$ cat src/rtl/r16_raddr_gen_if.sv
// Read-address port of the radix-16 FFT address generator: control in, bank/address out.
interface r16_raddr_gen_if #(
  parameter int A_WIDTH = 9
);
  logic               start;
  logic               stall;
  logic               BN_out;
  logic [A_WIDTH-1:0] MA_out;
  logic               valid_out;
  logic [1:0]         stage_out;
  logic               busy;
  logic               done;

  modport master (
    output start, stall,
    input  BN_out, MA_out, valid_out, stage_out, busy, done
  );

  modport slave (
    input  start, stall,
    output BN_out, MA_out, valid_out, stage_out, busy, done
  );
endinterface

$ cat src/rtl/r16_raddr_gen.sv
// Generates per-stage read bank/address for a 1024-point radix-16 FFT; outputs registered, one cycle after the counter.
// stall freezes the counter in RUN (valid_out low, address held); a fixed idle gap follows each stage.
module r16_raddr_gen #(
  parameter int A_WIDTH   = 9,
  parameter int NUM_STAGE = 4,
  parameter int GAP       = 48
) (
  input  logic              clk,
  input  logic              rst_n,
  r16_raddr_gen_if.slave    bus
);

  localparam logic [1:0] S_IDLE = 2'd0;
  localparam logic [1:0] S_RUN  = 2'd1;
  localparam logic [1:0] S_GAP  = 2'd2;
  localparam logic [1:0] S_DONE = 2'd3;

  localparam int         GW         = (GAP > 1) ? $clog2(GAP + 1) : 1;
  localparam logic [1:0] LAST_STAGE = 2'(NUM_STAGE - 1);
  localparam logic [GW-1:0] GAP_LOAD = GW'(GAP - 1);

  logic [1:0]         state_q,     state_d;
  logic [9:0]         c_q,         c_d;
  logic [GW-1:0]      gap_q,       gap_d;
  logic [1:0]         stage_q,     stage_d;
  logic               bn_q,        bn_d;
  logic [A_WIDTH-1:0] ma_q,        ma_d;
  logic               valid_q,     valid_d;
  logic [1:0]         stage_out_q, stage_out_d;
  logic               busy_q,      busy_d;
  logic               done_q,      done_d;
  logic [9:0]         a;

  // Digit-reversal: rotate left by 4*stage mod 10 within the 10-bit index.
  function automatic logic [9:0] rotl10(input logic [9:0] v, input logic [1:0] s);
    logic [3:0]  r;
    logic [19:0] d;
    case (s)
      2'd0:    r = 4'd0;
      2'd1:    r = 4'd4;
      2'd2:    r = 4'd8;
      default: r = 4'd2;
    endcase
    d = {v, v} << r;
    return d[19:10];
  endfunction

  assign a = rotl10(c_q, stage_q);

  always_comb begin
    state_d     = state_q;
    c_d         = c_q;
    gap_d       = gap_q;
    stage_d     = stage_q;
    bn_d        = bn_q;
    ma_d        = ma_q;
    valid_d     = 1'b0;
    stage_out_d = stage_out_q;
    done_d      = 1'b0;

    case (state_q)
      S_IDLE: begin
        if (bus.start) begin
          state_d = S_RUN;
          c_d     = 10'd0;
          stage_d = 2'd0;
        end
      end

      S_RUN: begin
        if (!bus.stall) begin
          bn_d        = ^a;
          ma_d        = A_WIDTH'(a[9:1]);
          valid_d     = 1'b1;
          stage_out_d = stage_q;
          if (c_q == 10'd1023) begin
            state_d = S_GAP;
            c_d     = 10'd0;
            gap_d   = GAP_LOAD;
          end else begin
            c_d = c_q + 10'd1;
          end
        end
      end

      S_GAP: begin
        // Gap lets the write-back pipeline drain before the next stage reads.
        if (gap_q == '0) begin
          if (stage_q == LAST_STAGE) begin
            state_d = S_DONE;
          end else begin
            stage_d = stage_q + 2'd1;
            state_d = S_RUN;
          end
        end else begin
          gap_d = gap_q - GW'(1);
        end
      end

      default: begin
        done_d      = 1'b1;
        state_d     = S_IDLE;
        stage_d     = 2'd0;
        stage_out_d = 2'd0;
      end
    endcase

    busy_d = (state_d != S_IDLE);
  end

  always_ff @(posedge clk or negedge rst_n) begin
    if (!rst_n) begin
      state_q     <= S_IDLE;
      c_q         <= 10'd0;
      gap_q       <= '0;
      stage_q     <= 2'd0;
      bn_q        <= 1'b0;
      ma_q        <= '0;
      valid_q     <= 1'b0;
      stage_out_q <= 2'd0;
      busy_q      <= 1'b0;
      done_q      <= 1'b0;
    end else begin
      state_q     <= state_d;
      c_q         <= c_d;
      gap_q       <= gap_d;
      stage_q     <= stage_d;
      bn_q        <= bn_d;
      ma_q        <= ma_d;
      valid_q     <= valid_d;
      stage_out_q <= stage_out_d;
      busy_q      <= busy_d;
      done_q      <= done_d;
    end
  end

  assign bus.BN_out    = bn_q;
  assign bus.MA_out    = ma_q;
  assign bus.valid_out = valid_q;
  assign bus.stage_out = stage_out_q;
  assign bus.busy      = busy_q;
  assign bus.done      = done_q;

endmodule

$ cat src/flat_wrapper.sv
// flat-port wrapper written by rule: the top's interface ports become plain ports
module r16_raddr_gen_flat 
#(
  parameter int A_WIDTH   = 9,
  parameter int NUM_STAGE = 4,
  parameter int GAP       = 48
)
  (clk, rst_n, bus_start, bus_stall, bus_BN_out, bus_MA_out, bus_valid_out, bus_stage_out, bus_busy, bus_done);
  r16_raddr_gen_if #(.A_WIDTH(A_WIDTH)) bus_i ();
  input  logic clk;
  input  logic rst_n;
  input wire logic [$bits(bus_i.start)-1:0] bus_start;
  input wire logic [$bits(bus_i.stall)-1:0] bus_stall;
  output wire logic [$bits(bus_i.BN_out)-1:0] bus_BN_out;
  output wire logic [$bits(bus_i.MA_out)-1:0] bus_MA_out;
  output wire logic [$bits(bus_i.valid_out)-1:0] bus_valid_out;
  output wire logic [$bits(bus_i.stage_out)-1:0] bus_stage_out;
  output wire logic [$bits(bus_i.busy)-1:0] bus_busy;
  output wire logic [$bits(bus_i.done)-1:0] bus_done;
  assign bus_i.start = bus_start;
  assign bus_i.stall = bus_stall;
  assign bus_BN_out = bus_i.BN_out;
  assign bus_MA_out = bus_i.MA_out;
  assign bus_valid_out = bus_i.valid_out;
  assign bus_stage_out = bus_i.stage_out;
  assign bus_busy = bus_i.busy;
  assign bus_done = bus_i.done;
  r16_raddr_gen #(.A_WIDTH(A_WIDTH), .NUM_STAGE(NUM_STAGE), .GAP(GAP)) u_core (.clk(clk), .rst_n(rst_n), .bus(bus_i));
endmodule
$ cat config.mk
export PLATFORM = sky130hd
export DESIGN_NAME = r16_raddr_gen_flat
export DESIGN_NICKNAME = d
export VERILOG_FILES = /design/src/rtl/r16_raddr_gen_if.sv /design/src/rtl/r16_raddr_gen.sv /design/src/flat_wrapper.sv
export SDC_FILE = /design/constraint.sdc
export NUM_CORES = 1
export LEC_CHECK = 0
export BUFFER_PORTS_ARGS = -buffer_cell sky130_fd_sc_hd__buf_2
export CAP_MARGIN = 20
export CORE_MARGIN = 8
export CORE_UTILIZATION = 54
export DETAILED_ROUTE_END_ITERATION = 8
export PLACE_DENSITY = 0.78
export SLEW_MARGIN = 5
export SYNTH_ARGS = -nofsm -noshare
export SYNTH_HDL_FRONTEND = slang
export SYNTH_SLANG_ARGS = --single-unit
export TNS_END_PERCENT = 10
$ cat constraint.sdc
create_clock -name clk -period 3.5 [get_ports clk]
set_input_delay 0.7 -clock clk [delete_from_list [all_inputs] [get_ports clk]]
set_output_delay 0.7 -clock clk [all_outputs]
set_load 0.005 [all_outputs]
==> results.ini, run 1 <==
[grt]
grt_pass1_wl_um=8970
antenna_found_initial=0
grt_max_degree=36
overflow=0
grt_pass1_vias=1871
grt_use_total=0.154

[clock_network]
cts_tree=yes
cts.sinks=35
post_cts_buffers=0
cts-root-buf=clkbuf_8
htree_levels=2
clkTransAtPathRegs_ns=0.07
cts_buffer_depth=2
cts_hold_buf=0
cts_resized=0
numCtsBuffers=5
clk-insertion-delay-late_ns=0.30

[sta]
post-route-period-util=0.759
clock_skew_ns=0.0122
fin_tns_setup_ns=0
min_period_ns=2.66
hold_viol_final=0
rsz0062_at_grt=false
worst_pin_slew_ns=0.784
drv_slew=0
relSlewSlack=0.477
timing.fmax_mhz=377
setup_viol=0

[cells_and_area]
area_growth_pct=8.60
design_area_um2=2650
fill_cells=364
drive_above_1_share=0.151
antenna_cells=0
nNetsFinal=288

[floorplanning]
fp-row-count=24
die_area_um2=6930
io_pins=19
dieWidth_um=83.3
start_util=0.561
die_height_um=83.3
core-area_um2=4350

[drt]
drtAntennaViolNets=0
initialDrtViolationCount=100
drt_pre_antenna_iters=4
drc=0
via_per_inst=5.86
via_count=1940
wl_um=5090
wl_per_cell_um=15.4

[yosys]
avgSynthCellArea_um2=9.12
ys_ff_latch=35
ys_warn_count=0
syn_area_um2=2440
synth_nets=278
synthArstFlopShare=1.00
synth_top_flop_cell=dfrtp_1
syn-instance-count=268
ys_types=39
ys_seq_area_frac=0.358
synth-edff-count=0

[critical_path]
crit_type=flop to flop
cp_max_fo=13
critical_path_arrival_ns=2.83
worstPathRequired_ns=3.68
crit_path_start_kind=flop
endpoint_kind=flop

[placed_design]
dpl.hpwl_um=3590
placed_area_um2=2540
place_congestion=0.886
port_buffers=18

[outcome]
status=complete, no violations

[power_and_ir_drop]
p_leak_nw=1.18
powerDensity_nw_per_um2=517
peakVddDrop_mv=0.265
power_w=0.00137

[job]
drv_cap=0

[worst_hold_path]
min_path_type=input port to asynchronous set/reset pin

==> flip-flops by register name, summed over array words and instances (netlist names) <==
| register | count |
|---|---|
| u_core.bus.BN_out | 1 |
| u_core.bus.MA_out | 9 |
| u_core.bus.busy | 1 |
| u_core.bus.done | 1 |
| u_core.bus.stage_out | 2 |
| u_core.bus.valid_out | 1 |
| u_core.c_q | 10 |
| u_core.gap_q | 6 |
| u_core.stage_q | 2 |
| u_core.state_q | 2 |
==> metrics by stage <==
stage | utilization | cells | setup slack (ns) | hold slack, ns
after floorplan | - | 268 | 1.07 | 0.404
after global placement | 0.582 | 323 | 0.868 | 0.449
after CTS | 0.609 | 331 | 0.835 | 0.468
after global routing | 0.609 | 331 | 0.659 | 0.512
after detailed placement | 0.582 | 323 | 0.845 | 0.452
final | 0.609 | 331 | 0.844 | 0.469
==> power by group <==
| group | switching (W) | total (W) | internal [W] |
|---|---|---|---|
| Clock | 0.000151 | 0.000381 | 0.000230 |
| Combinational | 0.000173 | 0.000406 | 0.000233 |
| Sequential | 0.000123 | 0.000585 | 0.000462 |
==> cells in the mapped netlist (2+ instances only) <==
library cell   n  area, µm²
dfrtp_1       35        876
nand2_1       27        101
nor2_1        24       90.1
mux2i_1       20        200
o21ai_0       20        100
xor2_1        19        166
a21oi_1       14       70.1
buf_2         11       55.1
inv_1          8       30.0
xnor2_1        8       70.1
nand2b_1       7       43.8
nor3_1         7       35.0
clkbuf_1       6       22.5
ha_1           6       75.1
mux4_2         5        113
nor2b_1        5       31.3
and3_1         4       25.0
nand3_1        4       20.0
o22ai_1        4       25.0
o2bb2ai_1      4       35.0
o211ai_1       3       22.5
a22oi_1        2       15.0
and2_1         2       12.5
and4_1         2       17.5
mux2_2         2       22.5
mux2i_2        2       27.5
nand4_1        2       12.5
o31ai_1        2       15.0
or2_2          2       12.5
xnor3_1        2       45.0
==> metal layers <==
layer / part of all wire / wire length (µm) / GRT usage / vias up
met5: 0 / 0 / 0 / -
met3: 0.052 / 267 / 0.0391 / 12
met1: 0.46 / 2360 / 0.192 / 922
li1: - / - / - / 946
met4: 0.023 / 118 / 0.0799 / 0
met2: 0.46 / 2350 / 0.240 / 60
==> area by class of cell <==
cell class / count / area, µm² / area share
repair buffers: 22 / 120 / 0.0453
inverters: 10 / 37.5 / 0.0141
clock buffers: 6 / 82.6 / 0.0311
flip-flops and latches: 35 / 876 / 0.330
clock inverters: 2 / 35.0 / 0.0132
well taps: 52 / 65.1 / 0.0245
multi-input cells: 204 / 1440 / 0.542
==> final timing paths <==
check	slack (ns)	endpoint	depth (start not counted)	start
min reg2reg	0.47	u_core.bus.MA_out[2]	2	u_core.bus.MA_out[2]
max in group asynchronous	2.51	u_core.bus.MA_out[5]	1	rst_n
min in group clk	0.47	u_core.bus.MA_out[2]	2	u_core.bus.MA_out[2]
max reg2reg	0.84	u_core.bus.BN_out	9	u_core.stage_q[0]
max	0.84	u_core.bus.BN_out	9	u_core.stage_q[0]
min	0.47	u_core.bus.MA_out[3]	1	rst_n
==> critical path, cell delays in order (launching register included) <==
cell and delay (ns):
dfrtp_1 0.46, inv_1 0.09, ha_1 0.50, nand2b_1 0.17, o22ai_1 0.17, nor2_1 0.07
o21ai_0 0.41, xnor3_1 0.41, xnor3_1 0.20, o21ai_1 0.05
==> placed cells by master, fill, tap and decap left out, types with 3 or more instances in the layout <==
| cell | synthesis | final |
|---|---|---|
| dfrtp_1 | 35 | 35 |
| nand2_1 | 27 | 27 |
| nor2_1 | 24 | 24 |
| mux2i_1 | 20 | 20 |
| o21ai_0 | 20 | 20 |
| xor2_1 | 19 | 19 |
| buf_2 | 11 | 18 |
| a21oi_1 | 14 | 14 |
| inv_1 | 8 | 8 |
| xnor2_1 | 8 | 8 |
| nand2b_1 | 7 | 7 |
| nor3_1 | 7 | 7 |
| ha_1 | 6 | 6 |
| clkbuf_8 | 0 | 6 |
| nor2b_1 | 5 | 5 |
| mux4_2 | 5 | 5 |
| and3_1 | 4 | 4 |
| o22ai_1 | 4 | 4 |
| nand3_1 | 4 | 4 |
| o2bb2ai_1 | 4 | 4 |
| buf_4 | 0 | 4 |
| o211ai_1 | 3 | 3 |
==> logic make-up (layout without fill, tap and decap cells) <==
logic type	count (synthesis)	count (layout)	share of synthesized area
compound gates	53	53	0.127
xor+xnor	29	29	0.115
fa+ha+maj	6	6	0.0307
buf+inv	29	40	0.0532
flops	35	35	0.358
mux	29	29	0.148
simple gates	87	87	0.167
No activity file was read; power rests on OpenSTA's default activity.
==> run 2, diff against run 1 <==
==> constraint.sdc (replaced) <==
create_clock -name clk -period 2.52 [get_ports clk]
set_input_delay 0.504 -clock clk [delete_from_list [all_inputs] [get_ports clk]]
set_output_delay 0.504 -clock clk [all_outputs]
set_load 0.005 [all_outputs]
==> results.ini, run 2 (synthesized netlist as in run 1, its figures left out) <==
[cells_and_area]
drive_above_1_share=0.203  ; +0.0529
design_area_um2=2760  ; +3.9%
largest_register_ffs=10  ; unchanged
multi_input_area_um2=1460  ; +1.3%
area_growth_pct=12.8
seqCellArea_um2=876  ; unchanged
final_common_cell=dfrtp_1
layout_common_cells=dfrtp_1, nand2_1, nor2_1, buf_4
top_register=u_core.c_q
fin_util=0.633  ; +0.0236
nNetsFinal=304  ; +5.6%
fill_cells=362  ; -0.55%
antenna_cells=0  ; unchanged

[sta]
hold_viol_final=0  ; unchanged
setup_slack_ns=0.116  ; -0.728 ns
fin_tns_setup_ns=0  ; unchanged
min_period_ns=2.40  ; -0.252 ns
relSlewSlack=0.479  ; +0.00209
drv_slew=0  ; unchanged
whs_ns=0.295  ; -0.174 ns
setup_viol=0  ; unchanged
clock_skew_ns=0.0111  ; -0.00103 ns
post-route-period-util=0.954  ; +0.195
worst_pin_slew_ns=0.781  ; -0.00314 ns
timing.fmax_mhz=416  ; +10%

[drt]
drtAntennaViolNets=0  ; unchanged
wl_per_cell_um=16.0  ; +4.2%
wl_um=5570  ; +9.3%
drc=0  ; unchanged
via_per_inst=5.64  ; -3.7%
via_count=1958  ; +0.93%
drt_pre_antenna_iters=4  ; unchanged
initialDrtViolationCount=138  ; +38%

[clock_network]
cts-root-buf=clkbuf_8
cts_hold_buf=0  ; unchanged
cts_buffer_depth=2  ; unchanged
clkTransAtPathRegs_ns=0.07  ; about the same
numCtsBuffers=5  ; unchanged
cts_tree=yes
cts.sinks=35  ; unchanged
clk-insertion-delay-late_ns=0.29  ; about the same
htree_levels=2  ; unchanged

[critical_path]
slowest_delay_ns=0.48  ; -0.02 ns
ff2ff_path_depth=8  ; -1
cp_max_fo=7  ; -6
endpoint_kind=flop
crit_path_start_kind=flop
cp_slowest_cell=mux4_2
cp_cell_sequence=ha_2, mux2i_2, xnor2_1, mux4_2, xnor2_1, xnor3_1, xnor3_1, o21ai_1
worstPathRequired_ns=2.69  ; -0.99 ns
crit_type=flop to flop
critical_path_arrival_ns=2.57  ; -0.26 ns

[grt]
grt_max_degree=36  ; unchanged
overflow=0  ; unchanged
grt_use_total=0.166  ; +0.0112
grt_pass1_vias=2012  ; +7.5%
antenna_found_initial=0  ; unchanged
grt_pass1_wl_um=9690  ; +8.0%

[placed_design]
placed_area_um2=2640  ; +4.1%
dpl.hpwl_um=4050  ; +13%
port_buffers=18  ; unchanged
place_congestion=0.858  ; -3.2%
preCtsSetupSlack_ns=0.00600  ; -0.839 ns

[floorplanning]
fp-row-count=24  ; unchanged
dieWidth_um=83.3  ; unchanged
die_area_um2=6930  ; unchanged
die_height_um=83.3  ; unchanged
core-area_um2=4350  ; unchanged
start_util=0.561  ; unchanged
io_pins=19  ; unchanged

[worst_hold_path]
min_path_type=input port to asynchronous set/reset pin

[power_and_ir_drop]
peakVddDrop_mv=0.378  ; +42%
p_leak_nw=1.24  ; +5.4%
powerDensity_nw_per_um2=684  ; +32%

[outcome]
status=complete, no violations

[job]
drv_cap=0  ; unchanged

-- run 2: cell types whose count changed in the layout (fill, tap and decap cells not counted), moves of 2 or more --
cell,before,now
o21ai_0,20,17
clkbuf_1,0,2
o21ai_1,1,4
buf_4,4,20
ha_1,6,4
-- run 2: cell type report --
class / count / area share
multi-input cells: 204 / 0.528
flip-flops and latches: 35 / 0.318
repair buffers: 38 / 0.0872
clock buffers: 7 / 0.0277
well taps: 52 / 0.0236
inverters: 10 / 0.0136
clock inverters: 1 / 0.00182
-- run 2: report_power, final --
part / switching (W) / internal (W) / total [W]
Sequential: 0.000129 / 0.000643 / 0.000772
Clock: 0.000194 / 0.000194 / 0.000388
Combinational: 0.000332 / 0.000393 / 0.000726
-- run 2: path summary, 6_finish.rpt --
path	start	endpoint	slack (ns)
worst max-delay path	u_core.stage_q[0]	u_core.bus.BN_out	0.12
worst min-delay path	rst_n	u_core.gap_q[2]	0.29
worst max register to register	u_core.stage_q[0]	u_core.bus.BN_out	0.12
worst min register to register	u_core.bus.MA_out[2]	u_core.bus.MA_out[2]	0.47
max in group asynchronous	rst_n	u_core.bus.MA_out[4]	1.73
min in group clk	u_core.bus.MA_out[2]	u_core.bus.MA_out[2]	0.47
-- run 2: worst max-delay path: cells and delay by family, from the launching register on --
family          cells  cell delay [ns]
mux                 2             0.78
xor+xnor            4             0.76
flops               1             0.36
fa+ha+maj           1             0.31
compound gates      1             0.06
-- run 2: repair_timing --
action                     4_1_cts  5_1_grt
gates resized for setup          1        7
setup endpoints to repair        1        1
setup buffers                    0        2
cloned                           0        0
-- run 2: per-layer routing --
layer,wire length [µm],track usage,vias to the layer above
li1,-,-,977
met1,2590,0.210,938
met2,2690,0.267,35
met3,195,0.0352,8
met4,83,0.0623,0
met5,0,0,-
-- run 2: through the flow --
stage | power [W] | std cells
after global routing | 0.00200 | 347
after floorplan | 0.00125 | 268
final | 0.00189 | 347
after global placement | 0.00146 | 337
after CTS | 0.00189 | 345
after detailed placement | 0.00149 | 337
==> run 3, diff against run 2 <==
--- a/config.mk
+++ b/config.mk
@@ -7,10 +7,11 @@
 export LEC_CHECK = 0
 export BUFFER_PORTS_ARGS = -buffer_cell sky130_fd_sc_hd__buf_2
 export CAP_MARGIN = 20
+export CORE_ASPECT_RATIO = 1.25
 export CORE_MARGIN = 8
-export CORE_UTILIZATION = 54
+export CORE_UTILIZATION = 59
 export DETAILED_ROUTE_END_ITERATION = 8
-export PLACE_DENSITY = 0.78
+export PLACE_DENSITY = 0.84
 export SLEW_MARGIN = 5
 export SYNTH_ARGS = -nofsm -noshare
 export SYNTH_HDL_FRONTEND = slang
==> results.ini, run 3 (synthesized netlist as in run 1, its figures left out) <==
[grt]
grt_pass1_wl_um=9170  ; -5.3%
overflow=0  ; unchanged
antenna_found_initial=0  ; unchanged
grt_pass1_vias=2021  ; +0.45%
grt_use_total=0.181  ; +0.0153
grt_max_degree=36  ; unchanged

[cells_and_area]
final_common_cell=dfrtp_1
area_growth_pct=17.5
drive_above_1_share=0.221  ; +0.0177
top_register=u_core.c_q
largest_register_ffs=10  ; unchanged
antenna_cells=0  ; unchanged
layout_common_cells=dfrtp_1, nand2_1, nor2_1, o21ai_0, xor2_1
fin_util=0.712  ; +0.0785
nNetsFinal=304  ; unchanged

[clock_network]
numCtsBuffers=5  ; unchanged
htree_levels=2  ; unchanged
cts.sinks=35  ; unchanged
clkTransAtPathRegs_ns=0.08  ; about the same
cts_tree=yes
cts-root-buf=clkbuf_8
clk-insertion-delay-late_ns=0.29  ; about the same
cts_buffer_depth=2  ; unchanged

[placed_design]
port_buffers=18  ; unchanged
place_congestion=0.836  ; -2.6%
dpl.hpwl_um=3880  ; -4.2%

[drt]
via_per_inst=5.85  ; +3.6%
drtAntennaViolNets=0  ; unchanged
wl_um=5670  ; +1.9%
wl_per_cell_um=16.2  ; +1.0%
initialDrtViolationCount=165  ; +20%
drt_pre_antenna_iters=4  ; unchanged
via_count=2047  ; +4.5%
drc=0  ; unchanged

[power_and_ir_drop]
peakVddDrop_mv=0.374  ; -1.1%
p_leak_nw=1.26  ; +1.2%
powerDensity_nw_per_um2=653  ; -4.5%

[critical_path]
slowest_delay_ns=0.52  ; +0.04 ns
cp_max_fo=5  ; -2
cp_slowest_cell=mux4_2
crit_type=flop to flop
cpLargestDelayFamily=XOR/XNOR gates
crit_buf_inv=1  ; +1
cp_cell_sequence=ha_4, buf_12, mux2i_4, xnor2_1, mux4_2, xnor2_2, xnor3_1, xnor3_1, o21ai_1
worstPathRequired_ns=2.72  ; +0.03 ns
crit_top_cell=xnor3_1
endpoint_kind=flop
critical_path_arrival_ns=2.66  ; +0.09 ns
crit_path_start_kind=flop
r2r_setup_slack_ns=0.06  ; -0.05 ns

[sta]
min_period_ns=2.46  ; +0.0519 ns
hold_viol_final=0  ; unchanged
timing.fmax_mhz=407  ; -2.1%
worst_pin_slew_ns=0.788  ; +0.00669 ns
setup_viol=0  ; unchanged
clock_skew_ns=0.0103  ; -0.000833 ns
fin_tns_setup_ns=0  ; unchanged
drv_slew=0  ; unchanged
post-route-period-util=0.974  ; +0.0206
relSlewSlack=0.475  ; -0.00446

[floorplanning]
core-area_um2=4030  ; -7.4%
die_height_um=88.0  ; +5.6%
start_util=0.606  ; +0.0446
dieWidth_um=73.6  ; -12%
die_area_um2=6470  ; -6.7%
io_pins=19  ; unchanged
fp-row-count=26  ; +8.3%

[job]
drv_cap=0  ; unchanged

[outcome]
status=complete, no violations

[worst_hold_path]
min_path_type=input port to asynchronous set/reset pin

-- run 3: changes by cell type in the layout (fill, tap and decap cells not counted), sizes merged --
cell,previous run,this run
buf,38,37
-- run 3: metrics by stage --
stage / hold slack (ns) / std cells / total power [W] / setup WS, ns / area, µm²
floorplan: 0.208 / 268 / 0.00125 / 0.0915 / 2440
global placement: 0.444 / 338 / 0.00140 / 0.115 / 2620
detailed placement: 0.452 / 338 / 0.00143 / 0.0152 / 2620
CTS: 0.315 / 345 / 0.00184 / 0.000862 / 2710
global route: 0.357 / 350 / 0.00200 / -0.0257 / 2870
finish: 0.292 / 350 / 0.00188 / 0.0644 / 2870
-- run 3: per-layer routing --
metal  GRT usage  share of wire
met4      0.0801          0.014
met1       0.189           0.40
met5           0              0
met2       0.336           0.52
met3      0.0355          0.065
-- run 3: path summary, 6_finish.rpt --
path,end,from,cells after the start
min in group clk,u_core.bus.MA_out[2],u_core.bus.MA_out[2],2
max,u_core.bus.BN_out,u_core.stage_q[0],9
min,u_core.bus.valid_out,rst_n,1
min reg2reg,u_core.bus.MA_out[2],u_core.bus.MA_out[2],2
max reg2reg,u_core.bus.BN_out,u_core.stage_q[0],9
max in group asynchronous,u_core.stage_q[0],rst_n,1
-- run 3: final cells by class --
cell class,instances,area [µm²]
Fill cell,316,1160
Inverter,10,37.5
Clock inverter,1,5.00
Timing Repair Buffer,38,282
Multi-Input combinational cell,204,1520
Sequential cell,35,877
Tap cell,56,70.1
Clock buffer,6,82.6
-- run 3: timing repair --
| action | 4_1_cts | 5_1_grt |
|---|---|---|
| setup endpoints to repair | 1 | 1 |
| cloned | 0 | 1 |
| pin swaps | 0 | 4 |
| buffers inserted | 0 | 4 |
| gates resized for setup | 1 | 20 |
| hold buffers | 0 | 0 |
-- run 3: worst reg2reg max path: stages (launching register included) --
cell and delay [ns]:
dfrtp_2 0.45, ha_4 0.19, buf_12 0.15, mux2i_4 0.19
xnor2_1 0.17, mux4_2 0.52, xnor2_2 0.15, xnor3_1 0.20
xnor3_1 0.20, o21ai_1 0.15
-- run 3: where the power goes --
group	total (W)	switching [W]	internal, W
Clock	0.000414	0.000200	0.000214
Combinational	0.000662	0.000294	0.000368
Sequential	0.000799	0.000157	0.000642
Total	0.00188	0.000651	0.00122
